**src/rtl/parking_gate_controller_if.sv**
```systemverilog
// rtl/parking_gate_controller_if.sv - sensor and gate-command bundle for the parking gate controller
interface parking_gate_controller_if;
  logic entry_loop;
  logic entry_beam;
  logic exit_loop;
  logic exit_beam;
  logic parking_full;
  logic entry_gate_open;
  logic exit_gate_open;
  logic entry_event;
  logic exit_event;
  logic entry_denied;

  // Sensor/occupancy side drives the raw inputs and watches the commands
  modport master (
    output entry_loop, entry_beam, exit_loop, exit_beam, parking_full,
    input  entry_gate_open, exit_gate_open, entry_event, exit_event, entry_denied
  );

  // Controller side
  modport slave (
    input  entry_loop, entry_beam, exit_loop, exit_beam, parking_full,
    output entry_gate_open, exit_gate_open, entry_event, exit_event, entry_denied
  );
endinterface

```
**src/rtl/parking_gate_controller.sv**
```systemverilog
// rtl/parking_gate_controller.sv - two-lane parking barrier controller with sensor debouncing
module parking_gate_debouncer #(
  parameter int DEBOUNCE_CYCLES = 4
) (
  input  logic clk,
  input  logic rst,
  input  logic raw,
  output logic db
);
  localparam logic [7:0] CNT_LAST = 8'(DEBOUNCE_CYCLES - 1);

  logic       sync1;
  logic       sync2;
  logic [7:0] cnt;

  // Two-flop synchronizer for the asynchronous sensor
  always_ff @(posedge clk or posedge rst) begin
    if (rst) begin
      sync1 <= 1'b0;
      sync2 <= 1'b0;
    end else begin
      sync1 <= raw;
      sync2 <= sync1;
    end
  end

  // Count consecutive cycles the synchronized value disagrees; flip after DEBOUNCE_CYCLES of them
  always_ff @(posedge clk or posedge rst) begin
    if (rst) begin
      cnt <= 8'd0;
      db  <= 1'b0;
    end else if (sync2 == db) begin
      cnt <= 8'd0;
    end else if (cnt == CNT_LAST) begin
      cnt <= 8'd0;
      db  <= sync2;
    end else begin
      cnt <= cnt + 8'd1;
    end
  end
endmodule

module parking_gate_lane #(
  parameter int OPEN_TIMEOUT = 1000
) (
  input  logic clk,
  input  logic rst,
  input  logic loop_db,
  input  logic beam_db,
  input  logic allow,
  output logic gate_open,
  output logic lane_event,
  output logic in_idle
);
  localparam int DW = $clog2(OPEN_TIMEOUT + 1);
  localparam logic [DW-1:0] DWELL_LAST = DW'(OPEN_TIMEOUT - 1);
  localparam logic [DW-1:0] DWELL_MAX  = DW'(OPEN_TIMEOUT);

  typedef enum logic [1:0] {IDLE, OPEN, PASSING, CLOSING} lane_state_t;

  lane_state_t   state;
  logic [DW-1:0] dwell;

  assign in_idle = (state == IDLE);

  // Lane sequencing; gate command and event pulse are registered with the state
  always_ff @(posedge clk or posedge rst) begin
    if (rst) begin
      state      <= IDLE;
      gate_open  <= 1'b0;
      lane_event <= 1'b0;
      dwell      <= '0;
    end else begin
      lane_event <= 1'b0;
      case (state)
        IDLE: begin
          if (loop_db && allow) begin
            state     <= OPEN;
            gate_open <= 1'b1;
            dwell     <= '0;
          end
        end
        OPEN: begin
          if (dwell != DWELL_MAX) dwell <= dwell + 1'b1;
          if (beam_db) begin
            state <= PASSING;
          end else if (dwell == DWELL_LAST) begin
            // Vehicle never crossed the beam: close without counting it
            state     <= CLOSING;
            gate_open <= 1'b0;
          end
        end
        PASSING: begin
          if (!beam_db) begin
            state      <= CLOSING;
            gate_open  <= 1'b0;
            lane_event <= 1'b1;
          end
        end
        CLOSING: begin
          // Hold here until the loop clears so a lingering vehicle is counted once
          if (!loop_db) state <= IDLE;
        end
        default: begin
          state     <= IDLE;
          gate_open <= 1'b0;
        end
      endcase
    end
  end
endmodule

module parking_gate_controller #(
  parameter int DEBOUNCE_CYCLES = 4,
  parameter int OPEN_TIMEOUT    = 1000
) (
  input  logic                     clk,
  input  logic                     rst,
  parking_gate_controller_if.slave bus
);
  logic entry_loop_db;
  logic entry_beam_db;
  logic exit_loop_db;
  logic exit_beam_db;
  logic entry_idle;
  logic exit_idle;
  logic entry_gate_open;
  logic exit_gate_open;
  logic entry_event;
  logic exit_event;
  logic entry_denied;

  parking_gate_debouncer #(.DEBOUNCE_CYCLES(DEBOUNCE_CYCLES)) u_db_entry_loop (
    .clk(clk), .rst(rst), .raw(bus.entry_loop), .db(entry_loop_db)
  );
  parking_gate_debouncer #(.DEBOUNCE_CYCLES(DEBOUNCE_CYCLES)) u_db_entry_beam (
    .clk(clk), .rst(rst), .raw(bus.entry_beam), .db(entry_beam_db)
  );
  parking_gate_debouncer #(.DEBOUNCE_CYCLES(DEBOUNCE_CYCLES)) u_db_exit_loop (
    .clk(clk), .rst(rst), .raw(bus.exit_loop), .db(exit_loop_db)
  );
  parking_gate_debouncer #(.DEBOUNCE_CYCLES(DEBOUNCE_CYCLES)) u_db_exit_beam (
    .clk(clk), .rst(rst), .raw(bus.exit_beam), .db(exit_beam_db)
  );

  // Entry lane only opens when the lot has room; the full flag is not looked at after opening
  parking_gate_lane #(.OPEN_TIMEOUT(OPEN_TIMEOUT)) u_entry (
    .clk(clk), .rst(rst), .loop_db(entry_loop_db), .beam_db(entry_beam_db),
    .allow(!bus.parking_full), .gate_open(entry_gate_open),
    .lane_event(entry_event), .in_idle(entry_idle)
  );

  // Exit lane always lets a vehicle out
  parking_gate_lane #(.OPEN_TIMEOUT(OPEN_TIMEOUT)) u_exit (
    .clk(clk), .rst(rst), .loop_db(exit_loop_db), .beam_db(exit_beam_db),
    .allow(1'b1), .gate_open(exit_gate_open),
    .lane_event(exit_event), .in_idle(exit_idle)
  );

  // Registered indication that a waiting entry vehicle is being turned away
  always_ff @(posedge clk or posedge rst) begin
    if (rst) entry_denied <= 1'b0;
    else     entry_denied <= entry_idle && entry_loop_db && bus.parking_full;
  end

  assign bus.entry_gate_open = entry_gate_open;
  assign bus.exit_gate_open  = exit_gate_open;
  assign bus.entry_event     = entry_event;
  assign bus.exit_event      = exit_event;
  assign bus.entry_denied    = entry_denied;
endmodule

```
**src/flat_wrapper.sv**
```systemverilog
// flat-port wrapper written by rule: the top's interface ports become plain ports
module parking_gate_controller_flat 
#(
  parameter int DEBOUNCE_CYCLES = 4,
  parameter int OPEN_TIMEOUT    = 1000
)
  (clk, rst, bus_entry_loop, bus_entry_beam, bus_exit_loop, bus_exit_beam, bus_parking_full, bus_entry_gate_open, bus_exit_gate_open, bus_entry_event, bus_exit_event, bus_entry_denied);
  parking_gate_controller_if bus_i ();
  input  logic clk;
  input  logic rst;
  input wire logic [$bits(bus_i.entry_loop)-1:0] bus_entry_loop;
  input wire logic [$bits(bus_i.entry_beam)-1:0] bus_entry_beam;
  input wire logic [$bits(bus_i.exit_loop)-1:0] bus_exit_loop;
  input wire logic [$bits(bus_i.exit_beam)-1:0] bus_exit_beam;
  input wire logic [$bits(bus_i.parking_full)-1:0] bus_parking_full;
  output wire logic [$bits(bus_i.entry_gate_open)-1:0] bus_entry_gate_open;
  output wire logic [$bits(bus_i.exit_gate_open)-1:0] bus_exit_gate_open;
  output wire logic [$bits(bus_i.entry_event)-1:0] bus_entry_event;
  output wire logic [$bits(bus_i.exit_event)-1:0] bus_exit_event;
  output wire logic [$bits(bus_i.entry_denied)-1:0] bus_entry_denied;
  assign bus_i.entry_loop = bus_entry_loop;
  assign bus_i.entry_beam = bus_entry_beam;
  assign bus_i.exit_loop = bus_exit_loop;
  assign bus_i.exit_beam = bus_exit_beam;
  assign bus_i.parking_full = bus_parking_full;
  assign bus_entry_gate_open = bus_i.entry_gate_open;
  assign bus_exit_gate_open = bus_i.exit_gate_open;
  assign bus_entry_event = bus_i.entry_event;
  assign bus_exit_event = bus_i.exit_event;
  assign bus_entry_denied = bus_i.entry_denied;
  parking_gate_controller #(.DEBOUNCE_CYCLES(DEBOUNCE_CYCLES), .OPEN_TIMEOUT(OPEN_TIMEOUT)) u_core (.clk(clk), .rst(rst), .bus(bus_i));
endmodule
```
**config.mk**
```make
export PLATFORM = sky130hd
export DESIGN_NAME = parking_gate_controller_flat
export DESIGN_NICKNAME = d
export VERILOG_FILES = /design/src/rtl/parking_gate_controller_if.sv /design/src/rtl/parking_gate_controller.sv /design/src/flat_wrapper.sv
export SDC_FILE = /design/constraint.sdc
export NUM_CORES = 1
export LEC_CHECK = 0
export BUFFER_PORTS_ARGS = -buffer_cell sky130_fd_sc_hd__buf_2
export CORE_MARGIN = 2
export CORE_UTILIZATION = 40
export DETAILED_ROUTE_END_ITERATION = 6
export PLACE_DENSITY = 0.54
export SLEW_MARGIN = 20
export SYNTH_ARGS = -nofsm -noshare
export SYNTH_HDL_FRONTEND = slang
export SYNTH_SLANG_ARGS = --single-unit
```
**constraint.sdc**
```tcl
create_clock -name clk -period 5.53 [get_ports clk]
set_input_delay 0.8295 -clock clk [delete_from_list [all_inputs] [get_ports clk]]
set_output_delay 0.8295 -clock clk [all_outputs]
set_load 0.01 [all_outputs]
```
# After elaboration in Yosys (flattened, before gate mapping)
# Index checks and enable logic that the tools add are counted.
[word_totals]
input_bits = 7
register_bits = 73
[op_classes]
n_bitwise = 4
reduce_logical = 20
eq_ne = 32
muxes = 40
add_sub_neg = 6
[op_table]
columns = ["cell", "n"]
rows = [
  ["8-bit 2-to-1 mux", 8],
  ["10-bit 2-to-1 mux", 4],
  ["10-bit one-hot mux with 2 select lines", 2],
  ["8-bit by 1-bit adder with 8-bit output, second input constant", 4],
  ["8-bit by 2-bit == test with 1-bit output, second input constant", 4],
  ["2-bit != test, second input constant", 12],
  ["10-bit by 1-bit adder with 10-bit output, second input constant", 2],
  ["10-bit == test, second input constant", 2],
  ["2-bit 2-to-1 mux", 10],
  ["10-bit != test, second input constant", 2],
  ["2-bit one-hot mux with 4 select lines", 2],
  ["1-bit 2-to-1 mux", 12],
  ["5-bit AND reduction", 2],
  ["2-bit == test, second input constant", 4],
  ["2-bit AND reduction", 4],
  ["4-bit AND reduction", 2],
  ["3-bit by 2-bit != test with 1-bit output, second input constant", 2],
  ["1-bit one-hot mux with 3 select lines", 2],
  ["3-bit AND reduction", 2],
  ["3-bit nonzero test", 2],
  ["1-bit == test", 4],
  ["2-bit by 1-bit == test with 1-bit output, second input constant", 2],
  ["2-bit zero test", 2],
  ["1-bit NOT", 4],
  ["3 further kinds", 6],
]

# Longest topological paths before layout
[logic_depth]
ltp_word = 4
ltp_mapped = 7
ltp_nobuf = 6

# Hierarchy
# From an unflattened synthesis, not the netlist that was laid out.
[unflattened]
hier_cells = 375
area_unflattened_um2 = 3798.6
[by_module_without_submodules]
columns = ["mod", "cells_each", "instances", "seq_area_each_um2", "area_each_um2"]
rows = [
  ["parking_gate_debouncer", 45, 4, 275.3, 496.7],
  ["parking_gate_lane", 95, 2, 350.3, 884.6],
  ["parking_gate_controller", 5, 1, 25.0, 42.5],
]

# Worst setup path before layout
# Ideal clock, no wire load.
[synth_timing]
path_type = "input port to flip-flop"
from = "input bus_parking_full"
to = "register u_core.u_entry.state[1]"
required_time_ps = 5405
path_buffers = 0
setup_ps = 125
stages = 4
slack_ps = 3593
t_arrival_ps = 1812
cell_sequence = "nand2b_2 > a222oi_1 > o21ai_1 > mux2_4"
[synth_between]
elab_chain_cells = 4
[synth_rtl]
columns = ["item", "line", "text"]
rows = [
  ["from (decl)", "flat_wrapper.sv:15", "input wire logic [$bits(bus_i.parking_full)-1:0] bus_parking_full;"],
  ["1-bit zero test", "parking_gate_controller.sv:149", ".allow(!bus.parking_full), .gate_open(entry_gate_open),"],
  ["1-bit logical AND", "parking_gate_controller.sv:77", "if (loop_db && allow) begin"],
  ["2-bit != test (no source line)", "-", ""],
  ["4-bit AND reduction (no source line)", "-", ""],
  ["to (signal assigned)", "parking_gate_controller.sv:78", "state <= OPEN;"],
  ["to (signal assigned)", "parking_gate_controller.sv:86", "state <= PASSING;"],
  ["to (signal assigned)", "parking_gate_controller.sv:89", "state <= CLOSING;"],
  ["to (decl)", "parking_gate_controller.sv:61", "lane_state_t state;"],
]
# Every way passes these cells.
# A chain may end at the register's enable or synchronous reset.

# Final worst setup path
[layout_timing]
from = "register u_core.u_entry.state[1]"
to = "register u_core.u_entry.dwell[3]"
[layout_between]
elab_chain_cells = 3
word_cells_on_any_way = 7
[layout_rtl]
columns = ["item", "line", "text"]
rows = [
  ["from (signal assigned)", "parking_gate_controller.sv:69", "state <= IDLE;"],
  ["from (signal assigned)", "parking_gate_controller.sv:78", ""],
  ["from (signal assigned)", "parking_gate_controller.sv:86", ""],
  ["2-bit by 1-bit == test with 1-bit output or 2-bit zero test (tied branches)", "parking_gate_controller.sv:75", "case (state)"],
  ["2-bit != test (no source line) or 2-bit nonzero test (tied branches)", "-", ""],
  ["3-bit AND reduction (no source line)", "-", ""],
  ["to (signal assigned)", "parking_gate_controller.sv:84", "if (dwell != DWELL_MAX) dwell <= dwell + 1'b1;"],
  ["to (decl)", "parking_gate_controller.sv:62", "logic [DW-1:0] dwell;"],
]
# Parallel ways exist; a longest one is shown, timed or not.

==> impl_results.md <==
- Fin. Hold Viols: 0
- H-tree Lvls: 3
- Post-CTS Setup Bufs: 0
- Crit-path most repeated cell: inv_1
- Sw Share: 35.4%
- Setup TNS: 0 ns
- RePlAce Congestion: 0.822
- Critical-path maximum fanout: 15
- Clk root buf: clkbuf_8
- Area of the multi-input gates: 1740 sq um
- # hold bufs at CTS: 0
- Synthesized area: 3640 sq um
- Worst path max stage delay: approximately 0.43 ns
- Max-slew violations: 0
- Antenna Violating Nets Remaining: 0
- DR vias/cell: 5.24
- Max_cap viols: 0
- Fin crit share: about two fifths
- Top Ports: 12
- Die Area: 9890 sq um
- Clock latency on the worst-skew pair: 0.34 ns
- CTS clk-pin slew, worst paths: 0.08 ns
- Most frequent cell after synthesis: dfrtp_1
- Layout cells sized above 1: 10.3%
- Area grow syn2layout: 11.5%
- Clock power frac: 26.3%
- CTS Buffer Depth: 2
- GR Overflow Total: 0
- Leading area contributor after synthesis: dfrtp_1
- Worst slew pin tran: 0.630 ns
- PD cells: ~460 nW/um^2
- Crit. End Element: flip-flop
- Clock Skew: 0.00696 ns
- Register bit total from synthesis: between 70 and 80
- CTS resizes: 0
- Ys flop type: dfrtp_1
- Initial antenna violation count: 0
- Peak VDD IR: 0.000246 V
- Post-synthesis sequential area ratio: 50.1%
- Starting Density: 41.6%
- Max_slew headroom: 58.0%
- Final setup viols: 0
- Leakage: between 0.0015 and 0.002 uW
- Die W: 99.5 microns
- DRT Wirelength: 6470 microns
- Int Pwr: 1210 uW
- DR WL/cell: 13.3 microns
- Critical Path, Cell by Cell: inv_1, ha_1, inv_1, mux2_4, a41o_1, a211o_1
- Vias after detailed routing: 2545
- Syn_nets: approximately 380
- Starting DRT DRC Count: 112
- Pin count of the biggest net entering global routing: about 50
- CTS Buf Count: 9
- Number of detailed-route iterations in the first pass: 4
- Async SR Flop Fraction: 100%
- RSZ-0062 raised after global routing: no
- Gate power share: 33.3%
- GRT Total Usage: 15.1%
- Post-Syn Instances: approximately 350
- Worst hold path class: reg2reg
- First-pass GRT wire length: 12000 microns
- Sequential share of power: about 40%
- Netlist cell types: 45
- Nets: 398
- Most common library cells after synthesis: 73 x dfrtp_1, 42 x nor2_1, 27 x nand2_1
- TritonCTS clock tree: yes
- Critical path's slowest cell: dfrtp_1
- Setup Crit Path Kind: reg2reg
- Register area: 1830 sq um
- WP data required: 5.76 ns
- DPL Wire Length: 4470 microns
- Row Count: 34
- Utilization after layout: 46.4%
- DR DRC count: 0
- Status: finished clean
- Net switching power: roughly 660 uW
- Vias in the first global route: 2548
- Ys Warns: 0
- Element type at the critical path start: flip-flop
- Top cells by area, synth: dfrtp_1 50%, ha_1 6.2%, xor2_1 5.8%
- Fin crit period: 2.19 ns
- # clock sinks: 73
- Die height: just under 100 microns
- Core area: 8760 sq um
- Fillers: 833
- Arrival @ worst endpoint: 2.42 ns
- Count of input and output buffers: 11
- Max frequency: 456 MHz
- Yosys top cell area share: 50.1%
- Post-synthesis area per instance: 10.3 sq um
- Antenna diodes: 0
- Post-synth EDFFs: 0
==> area by class of cell <==
type	count	share of cell area (%)
Sequential cell	73	45.0
Multi-Input combinational cell	260	42.8
Tap cell	108	3.33
Clock buffer	11	3.23
Clock inverter	5	2.56
Inverter	17	1.57
Timing Repair Buffer	12	1.54
==> worst max-delay path: cells and delay by family, from the launching register on <==
kind	cells	cell delay, ns
fa+ha+maj	1	0.43
buf+inv	2	0.30
mux	1	0.34
compound gates	2	0.58
flops	1	0.43
==> flip-flops by register name, indices dropped and copies added (netlist names), 2 cells and up <==
register / count
u_core.u_entry.state: 2
u_core.u_db_entry_beam.cnt: 8
u_core.u_db_entry_loop.cnt: 8
u_core.u_db_exit_beam.cnt: 8
u_core.u_db_exit_loop.cnt: 8
u_core.u_exit.state: 2
u_core.u_exit.dwell: 10
u_core.u_entry.dwell: 10
==> power by group through the flow <==
stage	clock network (uW)	registers, uW	logic (uW)
2_1_floorplan	0	743	484
3_3_place_gp	0	764	619
3_5_place_dp	0	764	627
4_1_cts	512	755	629
5_1_grt	536	774	721
6_report	491	755	622
==> placed cells by master, fill, tap and decap left out, types with 3 or more instances in the layout <==
master,instances
o21ai_1,3
buf_2,11
nand2_1,27
nand3_1,26
dfrtp_1,73
a31oi_1,3
a41o_1,3
a21oi_1,5
o21ai_0,13
mux2i_1,9
mux2_2,4
a41oi_1,3
inv_1,16
clkbuf_8,9
xnor2_1,4
nor3_1,12
nor2_1,42
bufinv_16,3
xor2_1,24
nor2b_1,5
ha_1,18
nor4b_1,5
a211o_1,5
nand2b_1,6
and3_1,14
==> metal layers <==
metal  routed length, microns  GRT usage (%)
met5                        0              0
met4                       76           4.11
met3                      200           4.78
met2                     2860           23.1
met1                     3330           20.9
==> worst paths after layout <==
check / from / end / slack [ns] / cells past startpoint
max in group asynchronous: rst / u_core.u_entry.lane_event / 3.97 / 3
min: u_core.u_db_entry_beam.sync1 / u_core.u_db_entry_beam.sync2 / 0.36 / 0
max reg2reg: u_core.u_entry.state[1] / u_core.u_entry.dwell[3] / 3.34 / 6
min in group asynchronous: rst / u_core.u_exit.gate_open / 0.53 / 2
max: u_core.u_entry.state[1] / u_core.u_entry.dwell[3] / 3.34 / 6
min reg2reg: u_core.u_db_entry_beam.sync1 / u_core.u_db_entry_beam.sync2 / 0.36 / 0
==> logic make-up after synthesis <==
kind of cell	Yosys count	share of synthesized area, %
AND/OR/NAND/NOR	149	20.7
flip-flops	73	50.1
AO/OA/AOI/OAI	49	9.30
XOR/XNOR	28	6.73
buffers and inverters	20	2.13
adder cells (fa/ha/maj)	18	6.18
multiplexers	16	4.84
==> metrics by stage <==
stage	hold WS [ns]	area, sq um	cells	power [uW]	setup WS (ns)
floorplan	0.331	3640	353	1230	2.85
global placement	0.333	3830	470	1380	3.38
CTS	0.358	4060	486	1900	3.33
detailed placement	0.339	3830	470	1390	3.34
finish	0.356	4060	486	1870	3.34
global route	0.362	4060	486	2030	3.15
No activity file was read; power rests on OpenSTA's default activity.
